File: config.mk
export PLATFORM = sky130hd
export DESIGN_NAME = lcd_16x2_ctrl
export DESIGN_NICKNAME = d
export VERILOG_FILES = /design/src/rtl/lcd_16x2_ctrl_pkg.sv /design/src/rtl/lcd_16x2_ctrl_char_buf.sv /design/src/rtl/lcd_16x2_ctrl.sv
export SDC_FILE = /design/constraint.sdc
export NUM_CORES = 1
export LEC_CHECK = 0
export BUFFER_PORTS_ARGS = -buffer_cell sky130_fd_sc_hd__buf_2
export CAP_MARGIN = 20
export CORE_MARGIN = 3
export CORE_UTILIZATION = 55
export CTS_BUF_LIST = sky130_fd_sc_hd__clkbuf_16
export DETAILED_ROUTE_END_ITERATION = 10
export PLACE_DENSITY = 0.71
export SKIP_LAST_GASP = 1
export SLEW_MARGIN = 20
export SYNTH_ARGS = -nofsm -noshare
export SYNTH_HDL_FRONTEND = slang
export SYNTH_SLANG_ARGS = --single-unit
File: constraint.sdc
create_clock -name clk -period 7.5 [get_ports clk]
set_input_delay 1.5 -clock clk [delete_from_list [all_inputs] [get_ports clk]]
set_output_delay 1.5 -clock clk [all_outputs]
set_load 0.05 [all_outputs]
File: src/rtl/lcd_16x2_ctrl_pkg.sv
// Shared definitions for the HD44780-style 16x2 LCD controller.
// Holds the state encoding, the init command table and the fixed display codes.
package lcd_16x2_ctrl_pkg;

  typedef enum logic [3:0] {
    ST_PWRUP,
    ST_INIT_ISSUE,
    ST_INIT_WAIT,
    ST_CLR_WAIT,
    ST_IDLE,
    ST_LINE_ISSUE,
    ST_LINE_WAIT,
    ST_CHAR_ISSUE,
    ST_CHAR_WAIT
  } state_t;

  localparam logic [7:0] CMD_FUNC_SET = 8'h38;
  localparam logic [7:0] CMD_DISP_ON  = 8'h0C;
  localparam logic [7:0] CMD_CLEAR    = 8'h01;
  localparam logic [7:0] CMD_ENTRY    = 8'h06;

  localparam logic [1:0] CLR_IDX       = 2'd2;
  localparam logic [1:0] LAST_INIT_IDX = 2'd3;

  localparam logic [7:0] LINE1_ADDR = 8'h80;
  localparam logic [7:0] LINE2_ADDR = 8'hC0;
  localparam logic [7:0] SPACE_CHAR = 8'h20;

  localparam int unsigned BUF_DEPTH = 32;

  function automatic logic [7:0] init_cmd(input logic [1:0] idx);
    logic [7:0] cmd;
    case (idx)
      2'd0:    cmd = CMD_FUNC_SET;
      2'd1:    cmd = CMD_DISP_ON;
      2'd2:    cmd = CMD_CLEAR;
      default: cmd = CMD_ENTRY;
    endcase
    return cmd;
  endfunction

  // Width able to hold 0 .. max(a,b)-1, never less than one bit.
  function automatic int unsigned cnt_width(input int unsigned a, input int unsigned b);
    int unsigned m;
    m = (a > b) ? a : b;
    return (m < 2) ? 1 : $clog2(m);
  endfunction

endpackage

File: src/rtl/lcd_16x2_ctrl_char_buf.sv
// 32x8 character buffer: synchronous write, asynchronous read, resets to spaces.
// A write and a read of the same index in one cycle return the old contents.
module lcd_char_buf
  import lcd_16x2_ctrl_pkg::*;
(
  input  logic       clk,
  input  logic       rst,
  input  logic       wr_en,
  input  logic [4:0] wr_addr,
  input  logic [7:0] wr_data,
  input  logic [4:0] rd_addr,
  output logic [7:0] rd_data
);

  logic [7:0] mem [BUF_DEPTH];

  always_ff @(posedge clk or negedge rst) begin
    if (!rst) begin
      for (int i = 0; i < BUF_DEPTH; i++) begin
        mem[i] <= SPACE_CHAR;
      end
    end else if (wr_en) begin
      mem[wr_addr] <= wr_data;
    end
  end

  assign rd_data = mem[rd_addr];

endmodule

File: src/rtl/lcd_16x2_ctrl.sv
// Sequencer for a 16x2 character LCD: power-up delay, init commands, and full
// screen refreshes from a 32-entry buffer, one byte at a time via a byte driver.
//
// state      | meaning
// PWRUP      | wait PWRUP_CYCLES after reset
// INIT_ISSUE | launch init command init_idx
// INIT_WAIT  | wait driver done for an init command
// CLR_WAIT   | extra CLR_CYCLES delay after clear-display
// IDLE       | nothing to do, accepts refresh
// LINE_ISSUE | launch set-DDRAM-address for line 1 or 2
// LINE_WAIT  | wait driver done for the line address
// CHAR_ISSUE | launch buffer character char_idx
// CHAR_WAIT  | wait driver done for that character
module lcd_16x2_ctrl
  import lcd_16x2_ctrl_pkg::*;
#(
  parameter int unsigned PWRUP_CYCLES = 750000,
  parameter int unsigned CLR_CYCLES   = 100000
) (
  input  logic       clk,
  input  logic       rst,
  input  logic       wr_en,
  input  logic [4:0] wr_addr,
  input  logic [7:0] wr_data,
  input  logic       refresh,
  output logic [7:0] drv_data,
  output logic       drv_cd,
  output logic       drv_start,
  input  logic       drv_done,
  output logic       init_done,
  output logic       busy
);

  localparam int unsigned CNT_W = cnt_width(PWRUP_CYCLES, CLR_CYCLES);
  localparam logic [CNT_W-1:0] PWRUP_LAST = CNT_W'((PWRUP_CYCLES == 0) ? 0 : PWRUP_CYCLES - 1);
  localparam logic [CNT_W-1:0] CLR_LAST   = CNT_W'((CLR_CYCLES == 0) ? 0 : CLR_CYCLES - 1);

  state_t           state_q, state_d;
  logic [CNT_W-1:0] cnt_q, cnt_d;
  logic [1:0]       init_idx_q, init_idx_d;
  logic [4:0]       char_idx_q, char_idx_d;
  logic             pending_q, pending_d;
  logic             init_done_q, init_done_d;
  logic [7:0]       drv_data_q;
  logic             drv_cd_q;
  logic             drv_start_q;

  logic             issue;
  logic [7:0]       issue_data;
  logic             issue_cd;
  logic             start_seq;
  logic [7:0]       rd_data;

  lcd_char_buf u_char_buf (
    .clk     (clk),
    .rst     (rst),
    .wr_en   (wr_en),
    .wr_addr (wr_addr),
    .wr_data (wr_data),
    .rd_addr (char_idx_q),
    .rd_data (rd_data)
  );

  always_comb begin
    state_d     = state_q;
    cnt_d       = cnt_q;
    init_idx_d  = init_idx_q;
    char_idx_d  = char_idx_q;
    pending_d   = pending_q;
    init_done_d = init_done_q;
    issue       = 1'b0;
    issue_data  = drv_data_q;
    issue_cd    = drv_cd_q;
    start_seq   = 1'b0;

    case (state_q)
      ST_PWRUP: begin
        if (cnt_q == PWRUP_LAST) begin
          state_d    = ST_INIT_ISSUE;
          cnt_d      = '0;
          init_idx_d = 2'd0;
        end else begin
          cnt_d = cnt_q + CNT_W'(1);
        end
      end

      ST_INIT_ISSUE: begin
        issue      = 1'b1;
        issue_data = init_cmd(init_idx_q);
        issue_cd   = 1'b0;
        state_d    = ST_INIT_WAIT;
      end

      ST_INIT_WAIT: begin
        if (drv_done) begin
          if (init_idx_q == LAST_INIT_IDX) begin
            init_done_d = 1'b1;
            start_seq   = 1'b1;
          end else begin
            init_idx_d = init_idx_q + 2'd1;
            if (init_idx_q == CLR_IDX && CLR_CYCLES != 0) begin
              state_d = ST_CLR_WAIT;
              cnt_d   = '0;
            end else begin
              state_d = ST_INIT_ISSUE;
            end
          end
        end
      end

      ST_CLR_WAIT: begin
        if (cnt_q == CLR_LAST) begin
          state_d = ST_INIT_ISSUE;
          cnt_d   = '0;
        end else begin
          cnt_d = cnt_q + CNT_W'(1);
        end
      end

      ST_IDLE: begin
        if (refresh) begin
          start_seq = 1'b1;
        end
      end

      ST_LINE_ISSUE: begin
        issue      = 1'b1;
        issue_data = char_idx_q[4] ? LINE2_ADDR : LINE1_ADDR;
        issue_cd   = 1'b0;
        state_d    = ST_LINE_WAIT;
      end

      ST_LINE_WAIT: begin
        if (drv_done) begin
          state_d = ST_CHAR_ISSUE;
        end
      end

      ST_CHAR_ISSUE: begin
        issue      = 1'b1;
        issue_data = rd_data;
        issue_cd   = 1'b1;
        state_d    = ST_CHAR_WAIT;
      end

      ST_CHAR_WAIT: begin
        if (drv_done) begin
          if (char_idx_q == 5'd31) begin
            char_idx_d = 5'd0;
            if (pending_q) begin
              start_seq = 1'b1;
            end else begin
              state_d = ST_IDLE;
            end
          end else begin
            char_idx_d = char_idx_q + 5'd1;
            state_d    = (char_idx_q == 5'd15) ? ST_LINE_ISSUE : ST_CHAR_ISSUE;
          end
        end
      end

      default: begin
        state_d = ST_PWRUP;
      end
    endcase

    // A refresh that starts now covers any request seen up to this cycle.
    if (start_seq) begin
      state_d    = ST_LINE_ISSUE;
      char_idx_d = 5'd0;
      pending_d  = 1'b0;
    end else if (refresh && state_q != ST_IDLE) begin
      pending_d = 1'b1;
    end
  end

  always_ff @(posedge clk or negedge rst) begin
    if (!rst) begin
      state_q     <= ST_PWRUP;
      cnt_q       <= '0;
      init_idx_q  <= 2'd0;
      char_idx_q  <= 5'd0;
      pending_q   <= 1'b0;
      init_done_q <= 1'b0;
      drv_data_q  <= 8'h00;
      drv_cd_q    <= 1'b0;
      drv_start_q <= 1'b0;
    end else begin
      state_q     <= state_d;
      cnt_q       <= cnt_d;
      init_idx_q  <= init_idx_d;
      char_idx_q  <= char_idx_d;
      pending_q   <= pending_d;
      init_done_q <= init_done_d;
      drv_start_q <= issue;
      if (issue) begin
        drv_data_q <= issue_data;
        drv_cd_q   <= issue_cd;
      end
    end
  end

  assign drv_data  = drv_data_q;
  assign drv_cd    = drv_cd_q;
  assign drv_start = drv_start_q;
  assign init_done = init_done_q;
  assign busy      = (state_q != ST_IDLE);

endmodule

==> out/results.txt, run 1 <==
The run finished with clean final reports. The number of levels the H-tree was split into was 1. The first global-routing pass estimated 51790 um of wire. The number of buffers on the longest clock path was 3; the reported max-cap violation count was 0.

The slew of the pin with the lowest slew margin was 1.000 ns. The via count of the first global-routing pass is 9059, and the total of endpoints with negative setup slack in the final report is 0. After floorplanning, the core was divided into 58 placement rows. The number of vias per cell came out at 6.197. The run gives 0 as the number of warning messages in the yosys log. The number of pins exceeding their max-slew limit in the final report came out at 0. The peak supply drop came out at 0.2785 mV.

The path class of the tightest hold or removal check is reg -> reg. The run gives 63 as the count of unique library cells instantiated by Yosys. The tools report the element type at the critical path start as a register.

The final estimated routing congestion in global placement is 0.8497, and the arrival time at the worst endpoint is 2.02 ns. Dividing total power by cell area gives a power density of 325.6 nW/um2. The total CTS buffers was 31; the final hold violation count was 0. After detailed routing, the average wire length per cell comes to 22.80 um. In this run the clock root is driven by a clkbuf_16. The area of the core was 25330 um2; the buffers inserted during post-CTS setup optimization was 0.

The number of detailed-routing iterations run before antenna repair came out at 5. The worst path in the final design needs a cycle of 3.524 ns, including I/O delays and setup. Of the synthesized area, sequential elements account for 52.77%.

The growth of design area from synthesis to finish was 8.760%. Setup repair after global routing left no endpoint under its margin. The share of final-layout standard cells stronger than drive strength 1 was 41.23%; the x dimension of the die was 167.0 um. In the final design database the tool counted 1074 nets. The clock slew seen by the registers of the worst setup and hold paths works out to 0.06 ns. STA puts the critical path data required time at 6.00 ns. In the layout the commonest cells are dfrtp_1, mux2_2, nor2_1. The total negative slack for setup checks is 0 ns, and the total nets after synthesis is 1077. For met1 alone, demand over resource in global routing was 34.74%. Headroom to the max-slew limit came out at 32.95%.

In this design, the largest share of critical-path delay is due to flip-flops. Antenna diode instance count: 0. The HPWL after detailed placement is 20180 um, and the effective utilization at floorplan is 56.28%.

The post-CTS resize count was 0; the total grt overflow was 0. Delay contributed by the slowest stage of the critical path: 0.76 ns. The first routing iteration left 737 violations. Entering global routing, the biggest net connects 108 pins. During I/O placement, the number of pins put on the boundary was 30.

Measured along the y axis, the die boundary spans 167.0 um. The clock reaches the later pin of the worst-skew pair after 0.55 ns. In the synthesized netlist the dominant register cell turns out to be dfrtp_1.

Leaving out fill and tap cells, the most frequent cell in the layout is dfrtp_1. The mean instance size in the synthesized netlist is 13.58 um2, and the global routing met3 resource utilization is 3.774%. For this run, global-route usage on met2 was measured as 36.39%. The cell area that synthesis handed to floorplanning was 14250 um2. The share of async-settable or async-resettable flops after synthesis came out at 100.0%. Overall fraction of global-route tracks in use: 23.14%. TritonCTS built the clock tree. Routing layer with the top usage in global route: met2. Walking the worst path, the cells encountered are nor2_1 -> and3_1 -> inv_1 -> buf_2. In this run, post-CTS hold repair placed 0 buffers.

Across the routed clock network, the largest skew measured is 0.01087 ns. The cell at the slowest stage of the critical path is dfrtp_1. Summed over all layers, the routed wires come to 31970 um.

The setup path with the least slack is of type reg -> out. Timing would allow up to 283.8 MHz. The count of nets left with antenna violations once routing finished came out at 0.

Synthesis inferred 299 register bits. The critical-path maximum fanout came out at 21. For this run, the share of the core covered by cells in the final layout is 61.21%. The post-synthesis cell count is 1050. Counting every sink on the clock net gives 299. In the routed design, unresolved DRC markers number 0. Buffers placed on the I/O ports in this run total 29. The count of flip-flops with a built-in enable after synthesis works out to 0. The floorplan step defined a die boundary enclosing 27890 um2.

The via count of the routed design was 8688. In this run the static leakage power is 6.634 nW. The number of antenna violations at the first check in global routing is 1, and the buffering stage count on the worst path with inverters included is 2.

The post-route clock period utilization is 46.99%. Capturing element type of the critical path: an output pin.
## worst paths after layout
kind / from / to / slack (ns) / cells past startpoint
min in group asynchronous: rst / cnt_q[15] / 1.00 / 1
worst min register to register: init_done / init_done / 0.46 / 1
worst min-delay path: init_done / init_done / 0.46 / 1
worst max register to register: char_idx_q[0] / drv_data[7] / 4.28 / 5
worst max-delay path: state_q[1] / busy / 3.98 / 4
max in group asynchronous: rst / init_done / 4.97 / 2
## cells in the mapped netlist, drive strengths merged, types with 3 or more instances
library cell  instances  area, um2
dfrtp               267       6681
mux2                261       2939
nor2                 62      232.7
clkbuf               59      221.5
mux4                 59       1329
nand2                42      157.7
dfstp                32      840.8
nand3                20      100.1
o21ai                20      100.1
a21oi                18      90.09
mux2i                18      180.2
nor3                 17      90.09
buf                  13      56.31
nand3b               12      90.09
nand4                11      68.82
inv                  10      37.54
nor2b                10      62.56
xor2                 10      87.58
ha                    9      112.6
nor3b                 8      60.06
a211oi                6      45.04
a31oi                 6      37.54
or4                   6      48.80
a22oi                 5      37.54
and3                  5      31.28
nand2b                5      31.28
xnor2                 5      43.79
o211ai                4      30.03
o22ai                 4      25.02
or3                   4      25.02
a2111oi               3      32.53
o31ai                 3      22.52
or2                   3      18.77
or3b                  3      26.28
## final cells by class
type	instances	area, um2
Clock buffer	31	775.7
Sequential cell	299	7528
Multi-Input combinational cell	668	6414
Tap cell	330	412.9
Clock inverter	27	123.9
Timing Repair Buffer	36	207.7
Inverter	11	41.29
Fill cell	1989	9823
## registers in the layout, indices dropped and copies added, names as in the netlist
name	cells
drv_start	1
init_done	1
pending_q	1
init_idx_q	2
char_idx_q	5
u_char_buf.mem	256
state_q	4
drv_cd	1
cnt_q	20
drv_data	8
## through the flow
stage / std cells / setup WS [ns] / hold slack [ns] / total power, W / cell area (um2)
6_report: 1402 / 3.976 / 0.4595 / 0.005049 / 15500
2_1_floorplan: 1050 / 4.291 / 0.4635 / 0.003315 / 14250
5_1_grt: 1402 / 3.863 / 0.4867 / 0.005324 / 15500
4_1_cts: 1402 / 4.009 / 0.4627 / 0.005081 / 15500
3_5_place_dp: 1344 / 4.017 / 0.4499 / 0.003708 / 14600
3_3_place_gp: 1344 / 4.074 / 0.4481 / 0.003661 / 14600
## cells by family after synthesis
logic type      synth area share [%]
flops                          52.77
mux                            31.20
buf+inv                        2.238
xor+xnor                      0.9216
compound gates                 4.169
fa+ha+maj                     0.7900
simple gates                   7.909
## power by group
part           switching, W  total (W)  internal [W]
Clock              0.000622    0.00137      0.000747
Combinational      0.000747    0.00144      0.000696
Sequential         0.000266    0.00224       0.00197
Total               0.00163    0.00505       0.00341
## layer usage
| layer | share of wire [%] | up-vias |
|---|---|---|
| li1 | - | 3888 |
| met3 | 4.3 | 46 |
| met5 | 0.022 | - |
| met2 | 47 | 168 |
| met1 | 47 | 4584 |
| met4 | 1.9 | 2 |
## worst register-to-register path: stages, from the launching register on
cell and delay, ns:
dfrtp_4 0.88, buf_4 0.61, mux4_2 0.65, mux2i_1 0.41, a2111oi_0 0.19, a221o_1 0.35
(Power assumes the default switching activity.)
==> run 2: changes to the inputs <==
PLACE_DENSITY = 0.74   (was 0.71)
clock period = 3 ns   (was 7.5 ns; I/O delays follow)
==> run 2 against run 1 <==
Sequential share of layout area is 1.4 points lower. Total power grew to 2.6 times the previous value. Via count is 4.8% higher. Clock power increased to 2.7 times the previous value. Setup slack lost 3.7 ns. Sequential cell count unchanged. Die area unchanged. Clock skew grew 0.0016 ns. Global-route usage up 1.0 points. Combinational power grew to 2.7 times the previous value. Critical path depth increased by 2.
==> out/results.txt, run 2 (synthesis gave the netlist of run 1 again) <==
The power density over the cells is 824.1 nW/um2 (+150%). The run gives 0 (unchanged) as the total grt overflow. The number of antenna violations at the first check in global routing came out at 2 (+1).

The filler cell count in the final layout is 1884 (-5.3%). TritonCTS built the clock tree. The number of vias per cell was 6.330 (+2.2%).

The final estimated routing congestion in global placement is 0.9408 (+11%). The via count of the routed design is 9103 (+4.8%). The overall fraction of global-route tracks in use was 24.16% (+1.0 points); the x dimension of the die was 167.0 um (unchanged). For the global-route wire length before repair, the log shows 53570 um (+3.4%). The share of final-layout standard cells stronger than drive strength 1 is 43.59% (+2.4 points), and the total number of clock tree sinks is 299 (unchanged). The highest achievable clock rate is 370.3 MHz. The net count of the finished layout is 1111 (+3.4%), and the standard-cell row count is 58 (unchanged). The overall die height is 167.0 um (unchanged). Ranked by flip-flop count, first place goes to u_char_buf.mem. The tools report the wire length after detailed routing as 33160 um (+3.7%).

For the number of buffers on the longest clock path, the log shows 3 (unchanged). The library cells used most frequently in the layout, excluding fill and tap cells, are dfrtp_1, mux2_2, nor2_1. The logs give 0 (unchanged) for the remaining routing DRC violations and 0 (unchanged) for the antenna diode instance count. The logs give 39.59% (+6.6 points) for the remaining max-slew budget at the tightest pin and 0 (unchanged) for the number of pins exceeding their max-slew limit in the final report. The tools report the capturing element type of the critical path as a register. Final hold violation count: 0 (unchanged).

The final routed wire length divided by cell count came out at 23.06 um (+1.1%). Relative to the synthesized area, the layout overhead comes to 11.94%. The total of buffers placed on input and output ports works out to 29 (unchanged).

The run gives 30 (unchanged) as the boundary pin count. The tools report the startpoint of the worst setup timing path as cnt_q[0]. The tools report the area of the core as 25330 um2 (unchanged). Setup repair after global routing left no endpoint under its margin. The worst clock skew came out at 0.01246 ns (+0.001586 ns). Leaving out fill and tap cells, the most frequent cell in the layout is dfrtp_1. The tools report the via count of the first global-routing pass as 9311 (+2.8%).

The effective utilization at floorplan was 56.28% (unchanged); the data required time at the worst endpoint was 3.43 ns (-2.57 ns). For the number of routed nets with antenna violations, the log shows 0 (unchanged). Number of levels the H-tree was split into: 1 (unchanged).

The number of flip-flops under the largest register name was 256 (unchanged). Reported leakage power: 6.878 nW (+3.7%). The number of design-rule violations left by the first detailed-router iteration came out at 801 (+8.7%). Slew of the pin with the lowest slew margin: 0.8948 ns (-0.1055 ns). For the area of the multi-input gates, the log shows 6414 um2 (unchanged). The post-route clock period utilization is 90.02%, and the critical-path maximum fanout is 7 (-67%). The flow ran to the end, and the final reports show no timing, DRC or antenna violations.

Clock tree synthesis selected as its root buffer the cell clkbuf_16. The tools report the hold buffer count at cts as 0 (unchanged). The total of endpoints with negative setup slack in the final report came out at 0 (unchanged). The peak supply drop was 0.8200 mV (+190%); the clock insertion delay at the later pin of the skew report was 0.56 ns (about the same). For the buffers inserted during post-CTS setup optimization, the log shows 0 (unchanged). The worst hold path belongs to the class in -> async. The path type of the worst setup path is reg -> reg. The post-CTS resize count was 0 (unchanged); the area used by sequential logic in the layout was 7528 um2 (unchanged). The clock slew seen by the registers of the worst setup and hold paths works out to 0.07 ns (about the same). The run gives 90 (-17%) as the pin count of the biggest net entering global routing. The area of the die is 27890 um2 (unchanged). The startpoint identified for the worst register-to-register timing path is cnt_q[0]. Total negative slack for setup checks: 0 ns (unchanged). The run gives 5 (unchanged) as the number of detailed-routing iterations run before antenna repair.

Element type at the critical path start: a register. The run gives 30 (-3.2%) as the total CTS buffers. The final-layout worst hold slack is 0.05904 ns (-0.4005 ns), and the arrival time at the worst endpoint is 3.14 ns (+1.12 ns).

For the finished layout, the period the worst path requires is 2.701 ns. The logs give 0 (unchanged) for the reported max-cap violation count and 21770 um (+7.9%) for the HPWL after detailed placement.
-- run 2: cell types whose count changed in the layout (fill, tap and decap cells not counted), sizes merged --
cell,before,now
buf,36,74
bufinv,0,4
clkbuf,31,30
clkinv,14,17
inv,23,15
-- run 2: worst paths after layout --
path                       cells past startpoint  slack (ns)                 end
max in group asynchronous                      2        2.11  u_char_buf.mem[53]
hold reg to reg                                1        0.49           init_done
min in group clk                               3        0.30           pending_q
setup / recovery                               6        0.30          state_q[2]
setup reg to reg                               6        0.30          state_q[2]
hold / removal                                 1        0.06  u_char_buf.mem[43]
-- run 2: area by class of cell --
cell class | count | area share (%)
Clock inverter | 26 | 1.435
Timing Repair Buffer | 74 | 3.638
Inverter | 11 | 0.2588
Clock buffer | 30 | 4.705
Sequential cell | 299 | 47.18
Tap cell | 330 | 2.588
Multi-Input combinational cell | 668 | 40.19
-- run 2: critical path, stage by stage (launching register included) --
cell and delay, ns:
dfrtp_1 0.40, ha_1 0.20, nand3_1 0.12, or4_1 0.55, o311a_1 0.45, or3_1 0.43
a2111o_1 0.43
-- run 2: where the power goes --
part	internal (W)	leakage, nW	switching [W]
sequential	0.00493	3.76	0.000623
combinational	0.00186	2.62	0.00200
clock	0.00216	0.495	0.00158
total	0.00895	6.88	0.00420
-- run 2: metrics by stage --
| stage | utilization (%) | setup slack, ns | total power (W) | std cells | instance area (um2) |
|---|---|---|---|---|---|
| 6_report | 63.00 | 0.2993 | 0.01315 | 1438 | 15960 |
| 5_1_grt | 63.00 | 0.2167 | 0.01382 | 1438 | 15960 |
| 4_1_cts | 63.00 | 0.3060 | 0.01322 | 1438 | 15960 |
| 3_5_place_dp | 59.13 | 0.3146 | 0.009473 | 1382 | 14980 |
| 3_3_place_gp | 59.13 | 0.3439 | 0.009349 | 1382 | 14980 |
| 2_1_floorplan | - | 0.08429 | 0.008287 | 1050 | 14260 |
-- run 2: metal layers --
layer / vias up / wire length (um) / global-route usage, %
met3: 55 / 1970 / 4.344
met5: - / 7 / 0
met4: 2 / 581 / 4.591
met1: 4796 / 14750 / 35.49
met2: 294 / 15850 / 38.64
li1: 3956 / - / -
==> run 3: changes to the inputs <==
PLACE_DENSITY = 0.7   (was 0.74)
==> run 3 against run 2 <==
Global-route usage decreased by 0.41 points. Sequential cell count unchanged. Via count decreased by 1.8%. Core utilization increased by 0.35 points. Largest cell class unchanged. Setup slack got worse by 0.0051 ns. Clock-buffer cell count increased by 7. First-iteration DRC count increased by 18%. Combinational power about the same. Routed wire length decreased by 0.95%. Register-to-register slack about the same.
==> out/results.txt, run 3 (synthesis gave the netlist of run 1 again) <==
The run finished with clean final reports. Shortest period the worst path allows: 2.706 ns (+0.005066 ns). The tools report the arrival time at the worst endpoint as 3.09 ns (-0.05 ns).

For the hold buffer count at cts, the log shows 0 (unchanged). The worst register-to-register path begins at cnt_q[0]. The library cells used most frequently in the layout, excluding fill and tap cells, are dfrtp_1, mux2_2, nor2_1. Total negative slack for setup checks: 0 ns (unchanged). The area of the core came out at 25330 um2 (unchanged). The run gives 1907 (+1.2%) as the filler cell count in the final layout. The reported leakage power is 6.938 nW (+0.87%). The register with the most flip-flops is u_char_buf.mem. The global-route wire length before repair is 52640 um (-1.7%), and the remaining max-slew budget at the tightest pin is 52.68% (+13 points).

The logs give 1113 (+0.18%) for the net count of the finished layout and 56.28% (unchanged) for the effective utilization at floorplan. From synthesis to final layout, the design area changed by 12.56%. For the final non-filler cell total, the log shows 1441 (+0.21%).

By startpoint and endpoint, the worst setup path is classified as reg -> reg. The remaining routing DRC violations was 0 (unchanged); the power density over the cells was 840.5 nW/um2 (+2.0%). The tools report the via count of the routed design as 8937 (-1.8%). STA classifies the critical path endpoint as a register.

The number of routed nets with antenna violations was 0 (unchanged). The logs give 0.2942 ns (-0.005066 ns) for the post-route worst setup slack and 27890 um2 (unchanged) for the area of the die. The pin count of the biggest net entering global routing was 88 (-2.2%); the peak supply drop was 0.6062 mV (-26%).

The sequential fraction of design power was 41.1% (-1.1 points). The tools report the number of design-rule violations left by the first detailed-router iteration as 942 (+18%). The standard-cell row count was 58 (unchanged); the buffers inserted during post-CTS setup optimization was 0 (unchanged).

Clock tree synthesis selected as its root buffer the cell clkbuf_16. The total grt overflow is 0 (unchanged), and the portion of total power attributed to the clock network is 30.4% (+2.0 points). Overall fraction of global-route tracks in use: 23.75% (-0.41 points).

Post-CTS resize count: 0 (unchanged). The final estimated routing congestion in global placement is 0.8652 (-8.0%), and the final hold violation count is 0 (unchanged). For the boundary pin count, the log shows 30 (unchanged). The total CTS buffers is 34 (+13%), and the share of final-layout standard cells stronger than drive strength 1 is 44.01% (+0.42 points).

The post-route clock period utilization was 90.19% (+0.17 points). The most frequent standard cell in the layout excluding fill and tap cells is dfrtp_1. The highest achievable clock rate was 369.6 MHz (-0.19%). The clock slew seen by the registers of the worst setup and hold paths was 0.06 ns (about the same); the x dimension of the die was 167.0 um (unchanged). The share of power burned in combinational logic is 28.6% (-0.8 points). The reported max-cap violation count came out at 0 (unchanged). The worst register-to-register path ends at state_q[2]. The clock insertion delay at the later pin of the skew report was 0.50 ns (-0.06 ns); the wire length after detailed routing was 32840 um (-0.95%). The instance count after placement with tap cells included is 1380 (-0.14%), and the HPWL after detailed placement is 21270 um (-2.3%).

The internal power is 0.009253 W (+3.4%), and the switching power of the nets is 0.004234 W (+0.73%). Setup repair after global routing left no endpoint under its margin. Element type at the critical path start: a register. The worst min-delay path class is in -> async.

TritonCTS built the clock tree. The number of pins exceeding their max-slew limit in the final report came out at 0 (unchanged). The slew of the pin with the lowest slew margin works out to 0.7098 ns (-0.1850 ns). The data required time at the worst endpoint was 3.38 ns (-0.05 ns); the number of vias per cell was 6.202 (-2.0%).

The total of endpoints with negative setup slack in the final report was 0 (unchanged); the antenna diode instance count was 0 (unchanged). The overall die height was 167.0 um (unchanged); the number of buffers on the longest clock path was 3 (unchanged). The worst clock skew is 0.01407 ns (+0.001611 ns), and the number of levels the H-tree was split into is 2 (+1). The slack of the worst reg-to-reg path came out at 0.29 ns (about the same).

The via count of the first global-routing pass was 9081 (-2.5%). The final routed wire length divided by cell count came out at 22.79 um (-1.2%). The number of cells on the worst reg-to-reg path is 6 (unchanged), and the total of buffers placed on input and output ports is 29 (unchanged).

The number of antenna violations at the first check in global routing was 0 (-2); the worst setup slack after placement was 0.3093 ns (-0.005297 ns). The critical-path maximum fanout is 7 (unchanged), and the total number of clock tree sinks is 299 (unchanged). The number of detailed-routing iterations run before antenna repair was 8 (+3). The number of flip-flops under the largest register name is 256 (unchanged), and the switching part of the total is 31.39% (-0.57 points).
==> run 3: changes by cell type in the layout (fill, tap and decap cells not counted), sizes merged <==
cell    change
clkbuf      +7
clkinv      -3
bufinv      -1
buf         -2
inv         +2
==> run 3: stage by stage <==
step	power (W)	util [%]	hold slack [ns]	area, um2
CTS	0.01357	63.35	0.1234	16050
global route	0.01417	63.35	0.1277	16050
global placement	0.009348	58.98	0.4502	14940
detailed placement	0.009442	58.98	0.4642	14940
floorplan	0.008287	-	0.3044	14260
finish	0.01349	63.35	0.08253	16050
==> run 3: cell type report <==
class	count	area (um2)	area share, %
flip-flops and latches	299	7528	46.92
multi-input cells	668	6414	39.97
clock buffers	37	925.9	5.770
repair buffers	72	540.5	3.369
well taps	330	412.9	2.573
clock inverters	24	182.7	1.138
inverters	11	41.29	0.2573
==> run 3: worst max path at each step <==
stage / startpoint / end / slack, ns
6_report: cnt_q[0] / state_q[2] / 0.29
5_1_grt: cnt_q[0] / state_q[2] / 0.18
4_1_cts: cnt_q[9] / state_q[2] / 0.30
3_5_place_dp: cnt_q[0] / state_q[2] / 0.31
3_3_place_gp: cnt_q[9] / state_q[2] / 0.36
2_1_floorplan: char_idx_q[2] / state_q[1] / 0.08
==> run 3: critical path, stage by stage (launching register included) <==
cell      delay (ns)
dfrtp_1         0.39
ha_1            0.20
nand3_1         0.12
or4_1           0.56
o311a_1         0.46
or3_1           0.43
a2111o_1        0.43
==> run 3: per-layer routing <==
| layer | GRT usage [%] | routed length, um | vias to the layer above |
|---|---|---|---|
| li1 | - | - | 3955 |
| met5 | 0 | 0 | - |
| met1 | 35.72 | 15140 | 4699 |
| met2 | 36.82 | 15340 | 231 |
| met3 | 3.869 | 1743 | 52 |
| met4 | 5.560 | 616 | 0 |
==> run 3: power by group through the flow <==
stage          combinational [W]  sequential (W)  clock (W)
3_3_place_gp             0.00380         0.00555          0
4_1_cts                  0.00387         0.00552    0.00417
6_report                 0.00385         0.00554    0.00410
5_1_grt                  0.00419         0.00565    0.00434
2_1_floorplan            0.00278         0.00551          0
3_5_place_dp             0.00385         0.00559          0
